$ cat config.mk
export PLATFORM = sky130hd
export DESIGN_NAME = boot_image_writer
export DESIGN_NICKNAME = d
export VERILOG_FILES = /design/src/rtl/boot_pkg.sv /design/src/rtl/byte_packer.sv /design/src/rtl/boot_image_writer.sv
export SDC_FILE = /design/constraint.sdc
export NUM_CORES = 1
export LEC_CHECK = 0
export CORE_ASPECT_RATIO = 0.75
export CORE_MARGIN = 4
export CORE_UTILIZATION = 45
export DETAILED_ROUTE_END_ITERATION = 10
export GPL_TIMING_DRIVEN = 1
export PLACE_DENSITY = 0.65
export SLEW_MARGIN = 20
export SYNTH_ARGS = -nofsm -noshare
export SYNTH_HDL_FRONTEND = slang
export SYNTH_SLANG_ARGS = --single-unit
$ cat constraint.sdc
create_clock -name clk -period 3.3 [get_ports clk]
set_input_delay 0.33 -clock clk [delete_from_list [all_inputs] [get_ports clk]]
set_output_delay 0.33 -clock clk [all_outputs]
set_load 0.02 [all_outputs]
$ cat src/rtl/boot_pkg.sv
// rtl/boot_pkg.sv - state encoding and framing constants shared by the boot image writer
package boot_pkg;

  typedef enum logic [2:0] {HDR, DATA, WRITE, CSUM, DONE, ERR} boot_state_t;

  localparam int HDR_BYTES  = 4;
  localparam int CSUM_BYTES = 4;

  function automatic int max_int(input int a, input int b);
    return (a > b) ? a : b;
  endfunction

endpackage

$ cat src/rtl/byte_packer.sv
// rtl/byte_packer.sv - little-endian byte-to-word gatherer with a run-time word width
// The word appears combinationally, together with word_valid, on the cycle its last byte is taken.
module byte_packer #(
  parameter int MAX_BYTES = 4,
  localparam int CNT_W = $clog2(MAX_BYTES + 1)
) (
  input  logic                   clk,
  input  logic                   reset,
  input  logic                   byte_valid,
  input  logic [7:0]             byte_data,
  input  logic [CNT_W-1:0]       num_bytes,
  output logic [MAX_BYTES*8-1:0] word,
  output logic                   word_valid
);

  logic [MAX_BYTES*8-1:0] shift_q;
  logic [MAX_BYTES*8-1:0] gathered;
  logic [CNT_W-1:0]       count_q;
  logic                   last;

  // Bytes enter at the top; a short word is right-aligned, pushing older bytes out.
  assign gathered   = {byte_data, shift_q[MAX_BYTES*8-1:8]};
  assign word       = gathered >> (8 * (MAX_BYTES - int'(num_bytes)));
  assign last       = (count_q == num_bytes - CNT_W'(1));
  assign word_valid = byte_valid & last;

  always_ff @(posedge clk) begin
    if (reset) begin
      shift_q <= '0;
      count_q <= '0;
    end else if (byte_valid) begin
      shift_q <= gathered;
      count_q <= last ? '0 : count_q + CNT_W'(1);
    end
  end

endmodule

$ cat src/rtl/boot_image_writer.sv
// rtl/boot_image_writer.sv - SD byte stream to RAM word writer driven by a word-count header
// BOOT_IMAGE_CHECKSUM_EN adds a trailing 32-bit sum check before done.
module boot_image_writer
  import boot_pkg::*;
#(
  parameter int                DATA_W    = 32,
  parameter int                ADDR_W    = 20,
  parameter logic [ADDR_W-1:0] BASE_ADDR = '0,
  parameter int                MAX_WORDS = 1 << 16
) (
  input  logic              clk,
  input  logic              reset,
  input  logic              in_valid,
  input  logic [7:0]        in_data,
  output logic              in_ready,
  output logic [ADDR_W-1:0] m_addr,
  output logic [DATA_W-1:0] m_data,
  output logic              m_sig_write,
  input  logic              m_is_ready,
  output logic              done,
  output logic              error
);

  localparam int WORD_BYTES = DATA_W / 8;
  localparam int PACK_BYTES = max_int(WORD_BYTES, max_int(HDR_BYTES, CSUM_BYTES));
  localparam int CNT_W      = $clog2(PACK_BYTES + 1);
  localparam logic [31:0] MAX_LEN = 32'(MAX_WORDS);

`ifdef BOOT_IMAGE_CHECKSUM_EN
  localparam boot_state_t END_STATE = CSUM;
`else
  localparam boot_state_t END_STATE = DONE;
`endif

  boot_state_t             state;
  boot_state_t             state_next;
  logic [31:0]             len_q;
  logic [31:0]             count_q;
  logic [31:0]             count_inc;
  logic                    byte_take;
  logic                    wr_done;
  logic [CNT_W-1:0]        pack_bytes;
  logic [PACK_BYTES*8-1:0] pack_word;
  logic [31:0]             pack_word32;
  logic                    pack_valid;

  assign byte_take   = in_valid & in_ready;
  assign wr_done     = (state == WRITE) & m_is_ready;
  assign count_inc   = count_q + 32'd1;
  assign pack_word32 = pack_word[31:0];

  always_comb begin
    pack_bytes = CNT_W'(HDR_BYTES);
    if (state == DATA) pack_bytes = CNT_W'(WORD_BYTES);
    else if (state == CSUM) pack_bytes = CNT_W'(CSUM_BYTES);
  end

  byte_packer #(
    .MAX_BYTES (PACK_BYTES)
  ) u_packer (
    .clk        (clk),
    .reset      (reset),
    .byte_valid (byte_take),
    .byte_data  (in_data),
    .num_bytes  (pack_bytes),
    .word       (pack_word),
    .word_valid (pack_valid)
  );

`ifdef BOOT_IMAGE_CHECKSUM_EN
  logic [31:0] sum_q;

  always_ff @(posedge clk) begin
    if (reset) sum_q <= '0;
    else if (wr_done) sum_q <= sum_q + 32'(m_data);
  end
`endif

  always_comb begin
    state_next = state;
    case (state)
      HDR: begin
        if (pack_valid) begin
          if (pack_word32 > MAX_LEN) state_next = ERR;
          else if (pack_word32 == '0) state_next = END_STATE;
          else state_next = DATA;
        end
      end
      DATA: begin
        if (pack_valid) state_next = WRITE;
      end
      WRITE: begin
        if (m_is_ready) state_next = (count_inc == len_q) ? END_STATE : DATA;
      end
`ifdef BOOT_IMAGE_CHECKSUM_EN
      CSUM: begin
        if (pack_valid) state_next = (pack_word32 == sum_q) ? DONE : ERR;
      end
`endif
      default: state_next = state;
    endcase
  end

  // Handshake outputs are registered from the next state so they line up with it.
  always_ff @(posedge clk) begin
    if (reset) begin
      state       <= HDR;
      in_ready    <= 1'b0;
      m_sig_write <= 1'b0;
      done        <= 1'b0;
      error       <= 1'b0;
    end else begin
      state       <= state_next;
      in_ready    <= (state_next == HDR) || (state_next == DATA) || (state_next == CSUM);
      m_sig_write <= (state_next == WRITE);
      done        <= (state_next == DONE);
      error       <= (state_next == ERR);
    end
  end

  always_ff @(posedge clk) begin
    if (reset) begin
      len_q   <= '0;
      count_q <= '0;
      m_addr  <= BASE_ADDR;
      m_data  <= '0;
    end else begin
      if ((state == HDR) && pack_valid) len_q <= pack_word32;
      if ((state == DATA) && pack_valid) m_data <= pack_word[DATA_W-1:0];
      if (wr_done) begin
        m_addr  <= m_addr + ADDR_W'(1);
        count_q <= count_inc;
      end
    end
  end

endmodule
==> Word-level counts from Yosys, hierarchy flattened <==
Cells that the tools add are included.
Widths: inputs -> output; s select.
{ "op_classes": {"n_bitwise": 3, "add_sub_neg": 3, "n_reduce_logical": 7, "div": 0, "mul": 0, "shift": 0, "mux": 8, "order_cmp": 1, "n_eq_ne": 9} }
{ "ops": {"columns": ["operator", "n"], "rows": [
  ["$add 32x1->32 const B", 1],
  ["$eq 32x32->1", 1],
  ["$gt 32x17->1 const B", 1],
  ["$logic_not 32->1", 1],
  ["$mux 3", 7],
  ["$add 20x1->20 const B", 1],
  ["$eq 3x2->1 const B", 4],
  ["$pmux 3 s3", 1],
  ["$eq 3x1->1 const B", 2],
  ["$eq 3x3->1 const B", 2],
  ["$logic_not 3->1", 2],
  ["$add 3x1->3 const B", 1],
  ["$and 1x1->1", 3],
  ["$logic_and 1x1->1", 2],
  ["$logic_or 1x1->1", 2]
]} }
{ "totals": {"rom_bits": 0, "output_inout_bits": 56, "latch_bits": 0, "word_cells": 42, "mem_bits_rw": 0, "mem_count": 0, "reg_bits": 158, "inputBits": 12} }

==> Longest topological paths before layout <==
Gate-level depths: netlist of run 1.
{ "logic_depth": {"ltp_word": 8, "depth_mapped": 9, "ltp_nobuf": 8} }

==> Modules after synthesis <==
From an unflattened synthesis of run 1, not the netlist that was laid out.
{ "hier_totals": {"hier_cells": 960, "hier_area_um2": 7734.9} }
{ "by_module_without_submodules": {"columns": ["mod", "instances", "seq_area_each_um2", "cells_per_inst", "area_per_inst_um2"], "rows": [
  ["boot_image_writer", 1, 2462.4, 772, 5984.5],
  ["byte_packer", 1, 540.5, 188, 1750.4]
]} }

==> Worst setup path after synthesis of run 1 <==
Ideal clock, no wire load.
{ "synth_path": {"kind": "register to register", "start": "register count_q[15]", "end": "register in_ready", "setup_ns": 0.140, "required_ns": 3.160, "setup_slack_ns": 0.672, "stages_incl_launch_ff": 9, "t_arrival_ns": 2.488, "period_less_slack_ns": 2.628, "path_buffers": 1, "cell_sequence": "dfxtp_1 -> clkbuf_1 -> nand4_1 -> nor4_1 -> xor2_1 -> or4_4 -> a2111oi_4 -> and4_1 -> a211oi_1"} }
{ "synth_between": {"elab_chain_len": 8, "elab_cells_between_ends": 10, "classes_between": "add/sub (1); eq/ne (3); mux (3); reduce/logical (3)"} }
{ "synth_rtl": {"columns": ["item", "line_no", "source"], "rows": [
  ["from (decl)", "boot_image_writer.sv:38", "logic [31:0] count_q;"],
  ["from (signal assigned)", "boot_image_writer.sv:132", "count_q <= count_inc;"],
  ["$add 32x1->32 (*)", "boot_image_writer.sv:49", "assign count_inc = count_q + 32'd1;"],
  ["$eq 32x32->1 (*)", "boot_image_writer.sv:93", "if (m_is_ready) state_next = (count_inc == len_q) ? END_STATE : DATA;"],
  ["$mux 3 (*) (2 in a row)", "boot_image_writer.sv:93", null],
  ["$pmux 3 s3 (*)", "boot_image_writer.sv:81", "case (state)"],
  ["$eq 3x1->1 / $logic_not 3->1 (equally long branches)", "boot_image_writer.sv:114", "in_ready <= (state_next == HDR) || (state_next == DATA) || (state_next == CSUM);"],
  ["$logic_or 1x1->1", "boot_image_writer.sv:114", null],
  ["$logic_or 1x1->1 (*)", "boot_image_writer.sv:114", null],
  ["to (signal assigned)", "boot_image_writer.sv:114", null],
  ["to (decl)", "boot_image_writer.sv:15", "output logic in_ready,"]
]} }
Every way passes the cells marked *; elsewhere a longest branch is shown, timed or not.
A chain may end at the register's enable or synchronous reset.

==> Worst setup path after layout of run 1 <==
Same ends and word-level chain as after synthesis.

==> impl_metrics.yaml, run 1 <==
die:
  start_util_pct: 46.3
  rows: 38
  io_pins: 68
  dieWidth_um: 149
  die_h_um: 114
  die_area_um2: 17100
  core_um2: 14600
cts:
  cts_root_buf: "clkbuf_16"
  cts_buffers: 17
  path_clk_slew_ns: 0.06
  cts_resized: 0
  cts_buffer_depth: 2
  htreeDepth: 4
  holdBufCountCts: 0
  clock_latency_ns: 0.42
  clock-sinks: 150
  tritoncts: "built"
  cts_setup_buffers: 0
hold_path:
  hp-class: "input port to register"
pwr:
  power.density_nw_per_um2: 467
  p_int_mw: 2.92
  pwr-share-seq_pct: 48.0
  ir_worst_vdd_mv: 0.346
  p_comb_share_pct: 2.3
  p_leak_nw: 2.74
  switching_power_mw: 0.893
  p_clk_share_pct: 49.7
  swShare_pct: 23.4
global_routing:
  antenna_found_initial: 0
  grt_max_degree: 73
  grt_overflow: 0
  gr-usage-all-layers_pct: 21.0
  grt_pass1_vias: 5437
  grt_pass1_wl_um: 28700
routing:
  dr.first_iter.drc_count: 387
  viasPerCell: 5.28
  routed_wl_um: 17200
  wl_per_cell_um: 15.4
  vias: 5913
  drc: 0
  drtAntennaViolNets: 0
  drt_first_pass_iters: 5
timing:
  rsz0062_at_grt: "no"
  finalCritPeriodShare_pct: 85.9
  fmax_mhz: 353
  setup_viol: 0
  slew_headroom_pct: 50.7
  worstMarginPinSlew_ns: 0.740
  finalMaxSlewViolations: 0
  tns_ns: 0
  skew_ns: 0.00706
  fin_crit_ns: 2.83
  report.final.hold_viol_count: 0
final_layout:
  drive_above_1_share_pct: 6.53
  nets: 921
  final_util_pct: 56.0
  final_cell_mix: "216 x nand2_1, 150 x dfxtp_1, 104 x a21oi_1"
  areaGrowthSynthToFinish_pct: 21.0
  num_antenna_cells: 0
  layout.cells.most_common: "nand2_1"
  instances_no_fill: 1119
logic_synthesis:
  synth-edff-count: 0
  synth_top_area_cell: "dfxtp_1"
  yosysWarnings: 0
  post_synth_main_area_contributors: "dfxtp_1 44%, nand2_1 12%, a21oi_1 7.7%"
  seq_area_frac_synth_pct: 44.5
  synth_nets: 872
  ys.flop_type: "dfxtp_1"
  yosys.area.top_type_share_pct: 44.5
  synth.avg_cell_area_um2: 7.88
  synth_cell_type_count: 51
  synth_area_um2: 6750
  syn_inst: 857
  ys_ff_latch: 150
  synthArstFlopShare_pct: 0
run_status:
  outcome: "finished, final reports clean"
run:
  cap_violations: 0
worst_setup_path:
  cp_cell_sequence: "nand4_1 -> nor4_1 -> buf_4 -> nand3_1 -> xnor2_1 -> a2111oi_0 -> and4_1 -> a211oi_1"
  critPathCaptureType: "register"
  crit_type: "register to register"
  arrival_ns: 3.11
  crit_path_start_kind: "register"
  worstPathRequired_ns: 3.57
  cpMaxStageDelayCell: "nor4_1"
  path_max_fanout: 10
  cp_slowest_stage_delay_ns: 0.55
placement:
  port_buffers: 67
  gp_congestion: 0.878
  hpwlAfterDp_um: 12100
  dp_cells: 1087
worst paths after layout:
path | startpoint | to | slack (ns) | cells past startpoint
max | count_q[15] | in_ready | 0.47 | 8
min | reset | u_packer.count_q[0] | 0.44 | 2
max reg2reg | count_q[15] | in_ready | 0.47 | 8
min reg2reg | u_packer.count_q[2] | u_packer.count_q[2] | 0.45 | 2
power by group through the flow:
| stage | Sequential (mW) | Combinational, mW | Clock (mW) |
|---|---|---|---|
| 2_1_floorplan | 1.87 | 0.0512 | 0 |
| 3_3_place_gp | 1.87 | 0.0877 | 0 |
| 3_5_place_dp | 1.87 | 0.0882 | 0 |
| 4_1_cts | 1.83 | 0.0881 | 1.92 |
| 5_1_grt | 1.83 | 0.0979 | 2.00 |
| 6_report | 1.83 | 0.0875 | 1.90 |
synth_stat cells, types with 3 or more instances:
cell type    n
clkbuf_1    51
and2_1       4
and3_1       8
nor4_1      20
xnor2_1     44
o22ai_1      3
a211oi_1     3
nor2_1      63
or3_1        8
nor3_1      13
and4_1       8
inv_1        6
or2_2        3
nand2_1    216
o21ai_0     13
buf_2        4
xor2_1      46
nand3_1     27
nand2b_1     5
ha_1         3
nand4_1     20
a21oi_1    104
dfxtp_1    150
critical path, delay by kind of cell (launching register included):
family                    cells  cell delay (ns)
AOI/OAI and AO/OA             2             0.58
xor gates and xnor gates      1             0.15
buffers and inverters         1             0.23
and+or+nand+nor               4             1.20
DFF                           1             0.52
area by class of cell:
cell class	count	area [um2]
Sequential cell	150	3000
Fill cell	1367	6420
Multi-Input combinational cell	644	3500
Inverter	6	22.5
Timing Repair Buffer	87	818
Clock buffer	18	439
Clock inverter	14	140
Tap cell	200	250
flip-flops by register name, indices dropped and copies added, names as in the netlist, 3 cells and up:
| name | cells |
|---|---|
| u_packer.shift_q | 24 |
| count_q | 32 |
| m_addr | 20 |
| state | 3 |
| len_q | 32 |
| u_packer.count_q | 3 |
| m_data | 32 |
stage by stage:
step                      hold WS, ns  area, um2  total power [mW]  worst slack [ns]
after floorplan                 0.418       6750              1.92             0.672
after global placement          0.434       7600              1.96             0.564
after detailed placement        0.441       7600              1.96             0.532
after CTS                       0.438       8180              3.84             0.516
after global routing            0.458       8180              3.93             0.154
final                           0.445       8180              3.82             0.466
logic make-up after synthesis:
kind of cell,after synthesis,share of synthesized area [%]
compound gates,141,11.8
xor+xnor,90,11.7
mux,1,0.148
simple gates,409,27.7
fa+ha+maj,3,0.556
buf+inv,63,3.69
flops,150,44.5
routing by layer:
| metal | wire [um] | vias up | part of all wire [%] | global-route usage [%] |
|---|---|---|---|---|
| li1 | - | 2988 | - | - |
| met1 | 9070 | 2769 | 53 | 32.9 |
| met2 | 6970 | 143 | 41 | 28.7 |
| met3 | 995 | 13 | 5.8 | 5.50 |
| met4 | 157 | 0 | 0.91 | 4.63 |
| met5 | 0 | - | 0 | 0 |
No activity file was read; power rests on OpenSTA's default activity.
==> inputs of run 2 (changes only) <==
--- a/config.mk
+++ b/config.mk
@@ -5,6 +5,7 @@
 export SDC_FILE = /design/constraint.sdc
 export NUM_CORES = 1
 export LEC_CHECK = 0
+export ABC_AREA = 1
 export CORE_ASPECT_RATIO = 0.75
 export CORE_MARGIN = 4
 export CORE_UTILIZATION = 45
==> run 2 against run 1 <==
Net effect: wire length up 12%; combinational power up 61%; global-route usage rose by 0.30 points; maximum frequency rose by 12%; cell area up 6.4%; clock skew grew 0.0055 ns; total power increased by 1.5%; count of clock-buffer cells in the layout did not move; die area grew 7.4%; largest power group unchanged; cell count rose by 19%.
==> impl_metrics.yaml, run 2 <==
die:
  start_util_pct: 46.8
  rows: 39
  core_um2: 15600
  die_area_um2: 18300
  dieWidth_um: 155
  io_pins: 68
  die_h_um: 118
worst_setup_path:
  critPathCapture: "in_ready"
  ff2ff_path_depth: 16
  r2r_start: "count_q[1]"
  critPathCaptureType: "register"
  cp_cell_sequence: "ha_1 -> nand3_1 -> nor2_1 -> nand3_1 -> nand2_1 -> nand2_1 -> nand2_1 -> nand3_1 -> nor2_1 -> nand2_1 -> nor2_2 -> nand3_1 -> nand2_1 -> nand3_2 -> nor2_1 -> nor2_1"
  r2r_slack_ns: 0.78
  arrival_ns: 2.85
  cp_slowest_stage_delay_ns: 0.40
  startpoint: "count_q[1]"
  path_max_fanout: 4
  cp_common_cell: "nand2_1"
  reg2reg_to: "in_ready"
  crit_type: "register to register"
  cpMaxStageDelayCell: "dfxtp_1"
  crit_path_start_kind: "register"
  worstPathRequired_ns: 3.63
logic_synthesis:
  synthArstFlopShare_pct: 0
  synth-simple-area-share_pct: 28.7
  yosys.area_share.xor_xnor_pct: 2.32
  synth.avg_cell_area_um2: 6.85
  yosysWarnings: 0
  synth_common_cells: "199 x nand2_1, 150 x dfxtp_1, 144 x inv_1"
  synth-edff-count: 0
  synth_top_area_cell: "dfxtp_1"
  synth_mux_area_share_pct: 0
  yosys.area.top_type_share_pct: 41.2
  yosysMostFrequentCell: "nand2_1"
  synth_cell_type_count: 35
  synthAdderAreaFrac_pct: 0.515
  ys.flop_type: "dfxtp_1"
  seq_area_frac_synth_pct: 41.2
  ys_ff_latch: 150
  synth_area_um2: 7290
  post_synth_main_area_contributors: "dfxtp_1 41%, nand2_1 10%, o21ai_0 8.0%"
  synth_nets: 1079
  synth_compound_area_share_pct: 17.7
  synth_top_family_by_area: "simple AND/OR/NAND/NOR gates"
  syn_inst: 1064
timing:
  finalMaxSlewViolations: 0
  fin_crit_ns: 2.52
  fmax_mhz: 396
  slew_headroom_pct: 47.0
  rsz0062_at_grt: "no"
  setup_viol: 0
  finalCritPeriodShare_pct: 76.5
  worstMarginPinSlew_ns: 0.794
  tns_ns: 0
  skew_ns: 0.0126
  report.final.hold_viol_count: 0
cts:
  tritoncts: "built"
  holdBufCountCts: 0
  clock_latency_ns: 0.44
  path_clk_slew_ns: 0.07
  cts_resized: 0
  cts_root_buf: "clkbuf_16"
  clock-sinks: 150
  cts_buffers: 17
  cts_buffer_depth: 2
  htreeDepth: 4
  cts_setup_buffers: 0
global_routing:
  antenna_found_initial: 0
  gr-usage-all-layers_pct: 21.3
  grt_pass1_wl_um: 31800
  grt_overflow: 0
  grt_max_degree: 89
  grt_pass1_vias: 6381
final_layout:
  seqCellArea_um2: 3000
  layout.cells.most_common: "nand2_1"
  areaGrowthSynthToFinish_pct: 19.4
  drive_above_1_share_pct: 6.01
  final_cell_mix: "199 x nand2_1, 150 x dfxtp_1, 144 x inv_1"
  multi_input_area_um2: 3590
  nFillCells: 1510
  largestRegisters: "count_q x32, len_q x32, m_data x32"
  instances_no_fill: 1337
  num_antenna_cells: 0
  nets: 1134
routing:
  drt_first_pass_iters: 5
  top_layer: "met4"
  wl_per_cell_um: 14.4
  drtAntennaViolNets: 0
  viasPerCell: 5.13
  wl_met2_um: 8260
  dr.first_iter.drc_count: 427
  routed_wl_um: 19200
  vias: 6859
  routed-wl-met3_um: 1080
  wl_met1_um: 9560
  drc: 0
pwr:
  total_power_mw: 3.87
  power.density_nw_per_um2: 445
  p_leak_nw: 3.58
  ir_worst_vdd_mv: 0.268
placement:
  dp_cells: 1305
  gp_congestion: 0.873
  hpwlAfterDp_um: 13800
  port_buffers: 67
run_status:
  outcome: "finished, final reports clean"
hold_path:
  hp-class: "register to register"
  min-delay-start: "len_q[16]"
run:
  cap_violations: 0
## run 2: through the flow
stage / setup WS [ns] / utilization [%] / hold slack [ns] / area (um2)
2_1_floorplan: 1.30 / - / 0.444 / 7290
3_3_place_gp: 0.879 / 52.3 / 0.461 / 8140
3_5_place_dp: 0.896 / 52.3 / 0.461 / 8140
4_1_cts: 0.856 / 55.9 / 0.471 / 8700
5_1_grt: 0.400 / 55.9 / 0.501 / 8700
6_report: 0.776 / 55.9 / 0.468 / 8700
## run 2: cells by family (layout without fill, tap and decap cells)
kind of cell / after synthesis / after routing
simple gates: 466 / 466
compound gates: 247 / 247
buf+inv: 185 / 253
flops: 150 / 150
xor+xnor: 13 / 13
fa+ha+maj: 3 / 3
## run 2: worst min path at each step
stage	to	cells past startpoint
2_1_floorplan	u_packer.count_q[0]	1
3_3_place_gp	len_q[17]	2
3_5_place_dp	len_q[16]	2
4_1_cts	len_q[16]	2
5_1_grt	u_packer.count_q[0]	1
6_report	len_q[16]	2
## run 2: where the power goes
part | internal, mW | total (mW) | switching [mW]
clock network | 1.00 | 1.88 | 0.880
logic | 0.0459 | 0.141 | 0.0955
registers | 1.83 | 1.85 | 0.0174
total | 2.88 | 3.87 | 0.993
## run 2: final cells by class
type | count | area share (%)
Sequential cell | 150 | 34.5
Inverter | 147 | 6.34
Tap cell | 205 | 2.95
Clock inverter | 14 | 1.52
Timing Repair Buffer | 74 | 8.45
Multi-Input combinational cell | 729 | 41.3
Clock buffer | 18 | 4.93
## run 2: routing by layer
metal,track usage (%),vias to the layer above
met4,6.95,0
met2,32.1,159
met3,4.17,34
met5,0,-
li1,-,3575
met1,30.7,3091
## run 2: critical path: cells and delay by family, from the launching register on
kind / cells / cell delay, ns
flip-flops: 1 / 0.40
AND/OR/NAND/NOR: 15 / 1.78
adder cells (fa/ha/maj): 1 / 0.23
==> inputs of run 3 (changes only) <==
==> constraint.sdc (replaced) <==
create_clock -name clk -period 2.4 [get_ports clk]
set_input_delay 0.24 -clock clk [delete_from_list [all_inputs] [get_ports clk]]
set_output_delay 0.24 -clock clk [all_outputs]
set_load 0.02 [all_outputs]
==> run 3 against run 2 <==
Net effect: sequential share of layout area fell by 0.99 points; clock skew fell by 0.0062 ns; critical path depth fell by 1; clock power rose by 51%; combinational power rose by 44%; core utilization rose by 2.2 points; critical path type unchanged; largest cell class unchanged; highest routed layer unchanged.
==> impl_metrics.yaml, run 3 (synthesis results as in run 2) <==
timing:
  setup_ws_ns: 0.162
  fin_crit_ns: 2.24
  worstMarginPinSlew_ns: 0.438
  finalCritPeriodShare_pct: 93.3
  fmax_mhz: 447
  report.final.hold_viol_count: 0
  slew_headroom_pct: 70.5
  setup_viol: 0
  tns_ns: 0
  skew_ns: 0.00634
  finalMaxSlewViolations: 0
global_routing:
  globalRouteMet1Util_pct: 31.4
  grt_pass1_wl_um: 32800
  grtUsageMet2_pct: 33.1
  grt_pass1_vias: 6642
  met3_usage_pct: 4.53
  antenna_found_initial: 0
  gr-usage-all-layers_pct: 21.8
  grt_overflow: 0
  grt_max_degree: 69
  grt_most_used_layer: "met2"
routing:
  drt_first_pass_iters: 6
  vias: 6960
  drc: 0
  routed_wl_um: 19600
  viasPerCell: 5.16
  wl_per_cell_um: 14.5
  dr.first_iter.drc_count: 587
  drtAntennaViolNets: 0
worst_setup_path:
  arrival_ns: 2.55
  path_max_fanout: 7
  cp_slowest_stage_delay_ns: 0.37
  crit_type: "register to register"
  critPathCaptureType: "register"
  worstPathRequired_ns: 2.72
  cp_cell_sequence: "ha_4 -> nand2_4 -> nor2_8 -> nand3_4 -> buf_4 -> xnor3_1 -> nand2_1 -> nor2_1 -> nand2_1 -> nor2_2 -> nand3_1 -> nand2_1 -> nand3_2 -> nor2_1 -> nor2_1"
  path_buf_inv: 1
  crit_path_start_kind: "register"
  cpLargestDelayFamily: "simple AND/OR/NAND/NOR gates"
  cpMaxStageDelayCell: "dfxtp_4"
hold_path:
  hp-class: "register to register"
final_layout:
  instances_no_fill: 1348
  num_antenna_cells: 0
  drive_above_1_share_pct: 11.1
  nets: 1146
  nFillCells: 1481
  largestRegisters: "count_q x32, len_q x32, m_data x32"
  final_cell_mix: "191 x nand2_1, 144 x inv_1, 135 x dfxtp_1"
  layout.cells.most_common: "nand2_1"
  finalInstanceArea_um2: 9050
  areaGrowthSynthToFinish_pct: 24.2
pwr:
  ir_worst_vdd_mv: 0.392
  power.density_nw_per_um2: 617
  p_leak_nw: 3.70
  total_power_mw: 5.58
die:
  dieWidth_um: 155
  rows: 39
  die_area_um2: 18300
  core_um2: 15600
  io_pins: 68
  die_h_um: 118
  start_util_pct: 46.8
cts:
  clock_latency_ns: 0.42
  tritoncts: "built"
  clock-sinks: 150
  cts_root_buf: "clkbuf_16"
  holdBufCountCts: 0
  cts_buffers: 17
  cts_buffer_depth: 2
  htreeDepth: 4
  path_clk_slew_ns: 0.06
placement:
  gp_congestion: 0.934
  place_ws_ns: 0.0639
  port_buffers: 67
  hpwlAfterDp_um: 14200
  dp_cells: 1315
  placed_area_um2: 8250
run_status:
  outcome: "finished, final reports clean"
run:
  cap_violations: 0
## run 3: cell types whose count changed in the layout (fill, tap and decap cells not counted), sizes merged
cell,delta
buf,+12
bufinv,+4
inv,-9
clkbuf,+1
clkinvlp,+3
## run 3: per-stage QoR
stage | hold WS (ns) | util, %
detailed placement | 0.461 | 53.0
floorplan | 0.375 | -
global route | 0.487 | 58.1
CTS | 0.472 | 57.0
finish | 0.468 | 58.1
global placement | 0.459 | 53.0
## run 3: worst paths after layout
check | startpoint | end | slack [ns] | depth (start not counted)
setup reg to reg | count_q[0] | in_ready | 0.16 | 15
hold / removal | m_addr[19] | m_addr[19] | 0.47 | 2
setup / recovery | count_q[0] | in_ready | 0.16 | 15
hold reg to reg | m_addr[19] | m_addr[19] | 0.47 | 2
## run 3: layer usage
layer / wire length, um / share of wire (%)
met5: 0 / 0
met4: 237 / 1.2
met3: 1070 / 5.5
met2: 8540 / 44
met1: 9720 / 50
## run 3: final cells by class
cell class | instances | area [um2] | area share, %
Multi-Input combinational cell | 729 | 3720 | 41.1
Sequential cell | 150 | 3030 | 33.5
Timing Repair Buffer | 86 | 863 | 9.54
Inverter | 147 | 552 | 6.10
Clock buffer | 19 | 443 | 4.90
Tap cell | 205 | 256 | 2.84
Clock inverter | 12 | 178 | 1.96
## run 3: power breakdown
part	internal, mW	switching (mW)	total [mW]
clock network	1.76	1.07	2.83
registers	2.52	0.0252	2.54
logic	0.0691	0.134	0.203
## run 3: worst reg2reg max path, stage by stage (launching register included)
cell and delay [ns]:
dfxtp_4 0.37, ha_4 0.16, nand2_4 0.08, nor2_8 0.20
nand3_4 0.14, buf_4 0.17, xnor3_1 0.18, nand2_1 0.06
nor2_1 0.15, nand2_1 0.09, nor2_2 0.11, nand3_1 0.08
nand2_1 0.09, nand3_2 0.10, nor2_1 0.11, nor2_1 0.04
## run 3: repair_timing
action | in CTS | in global routing
setup buffers | 0 | 2
resized for setup | 0 | 59
endpoints found under the setup margin | 0 | 6
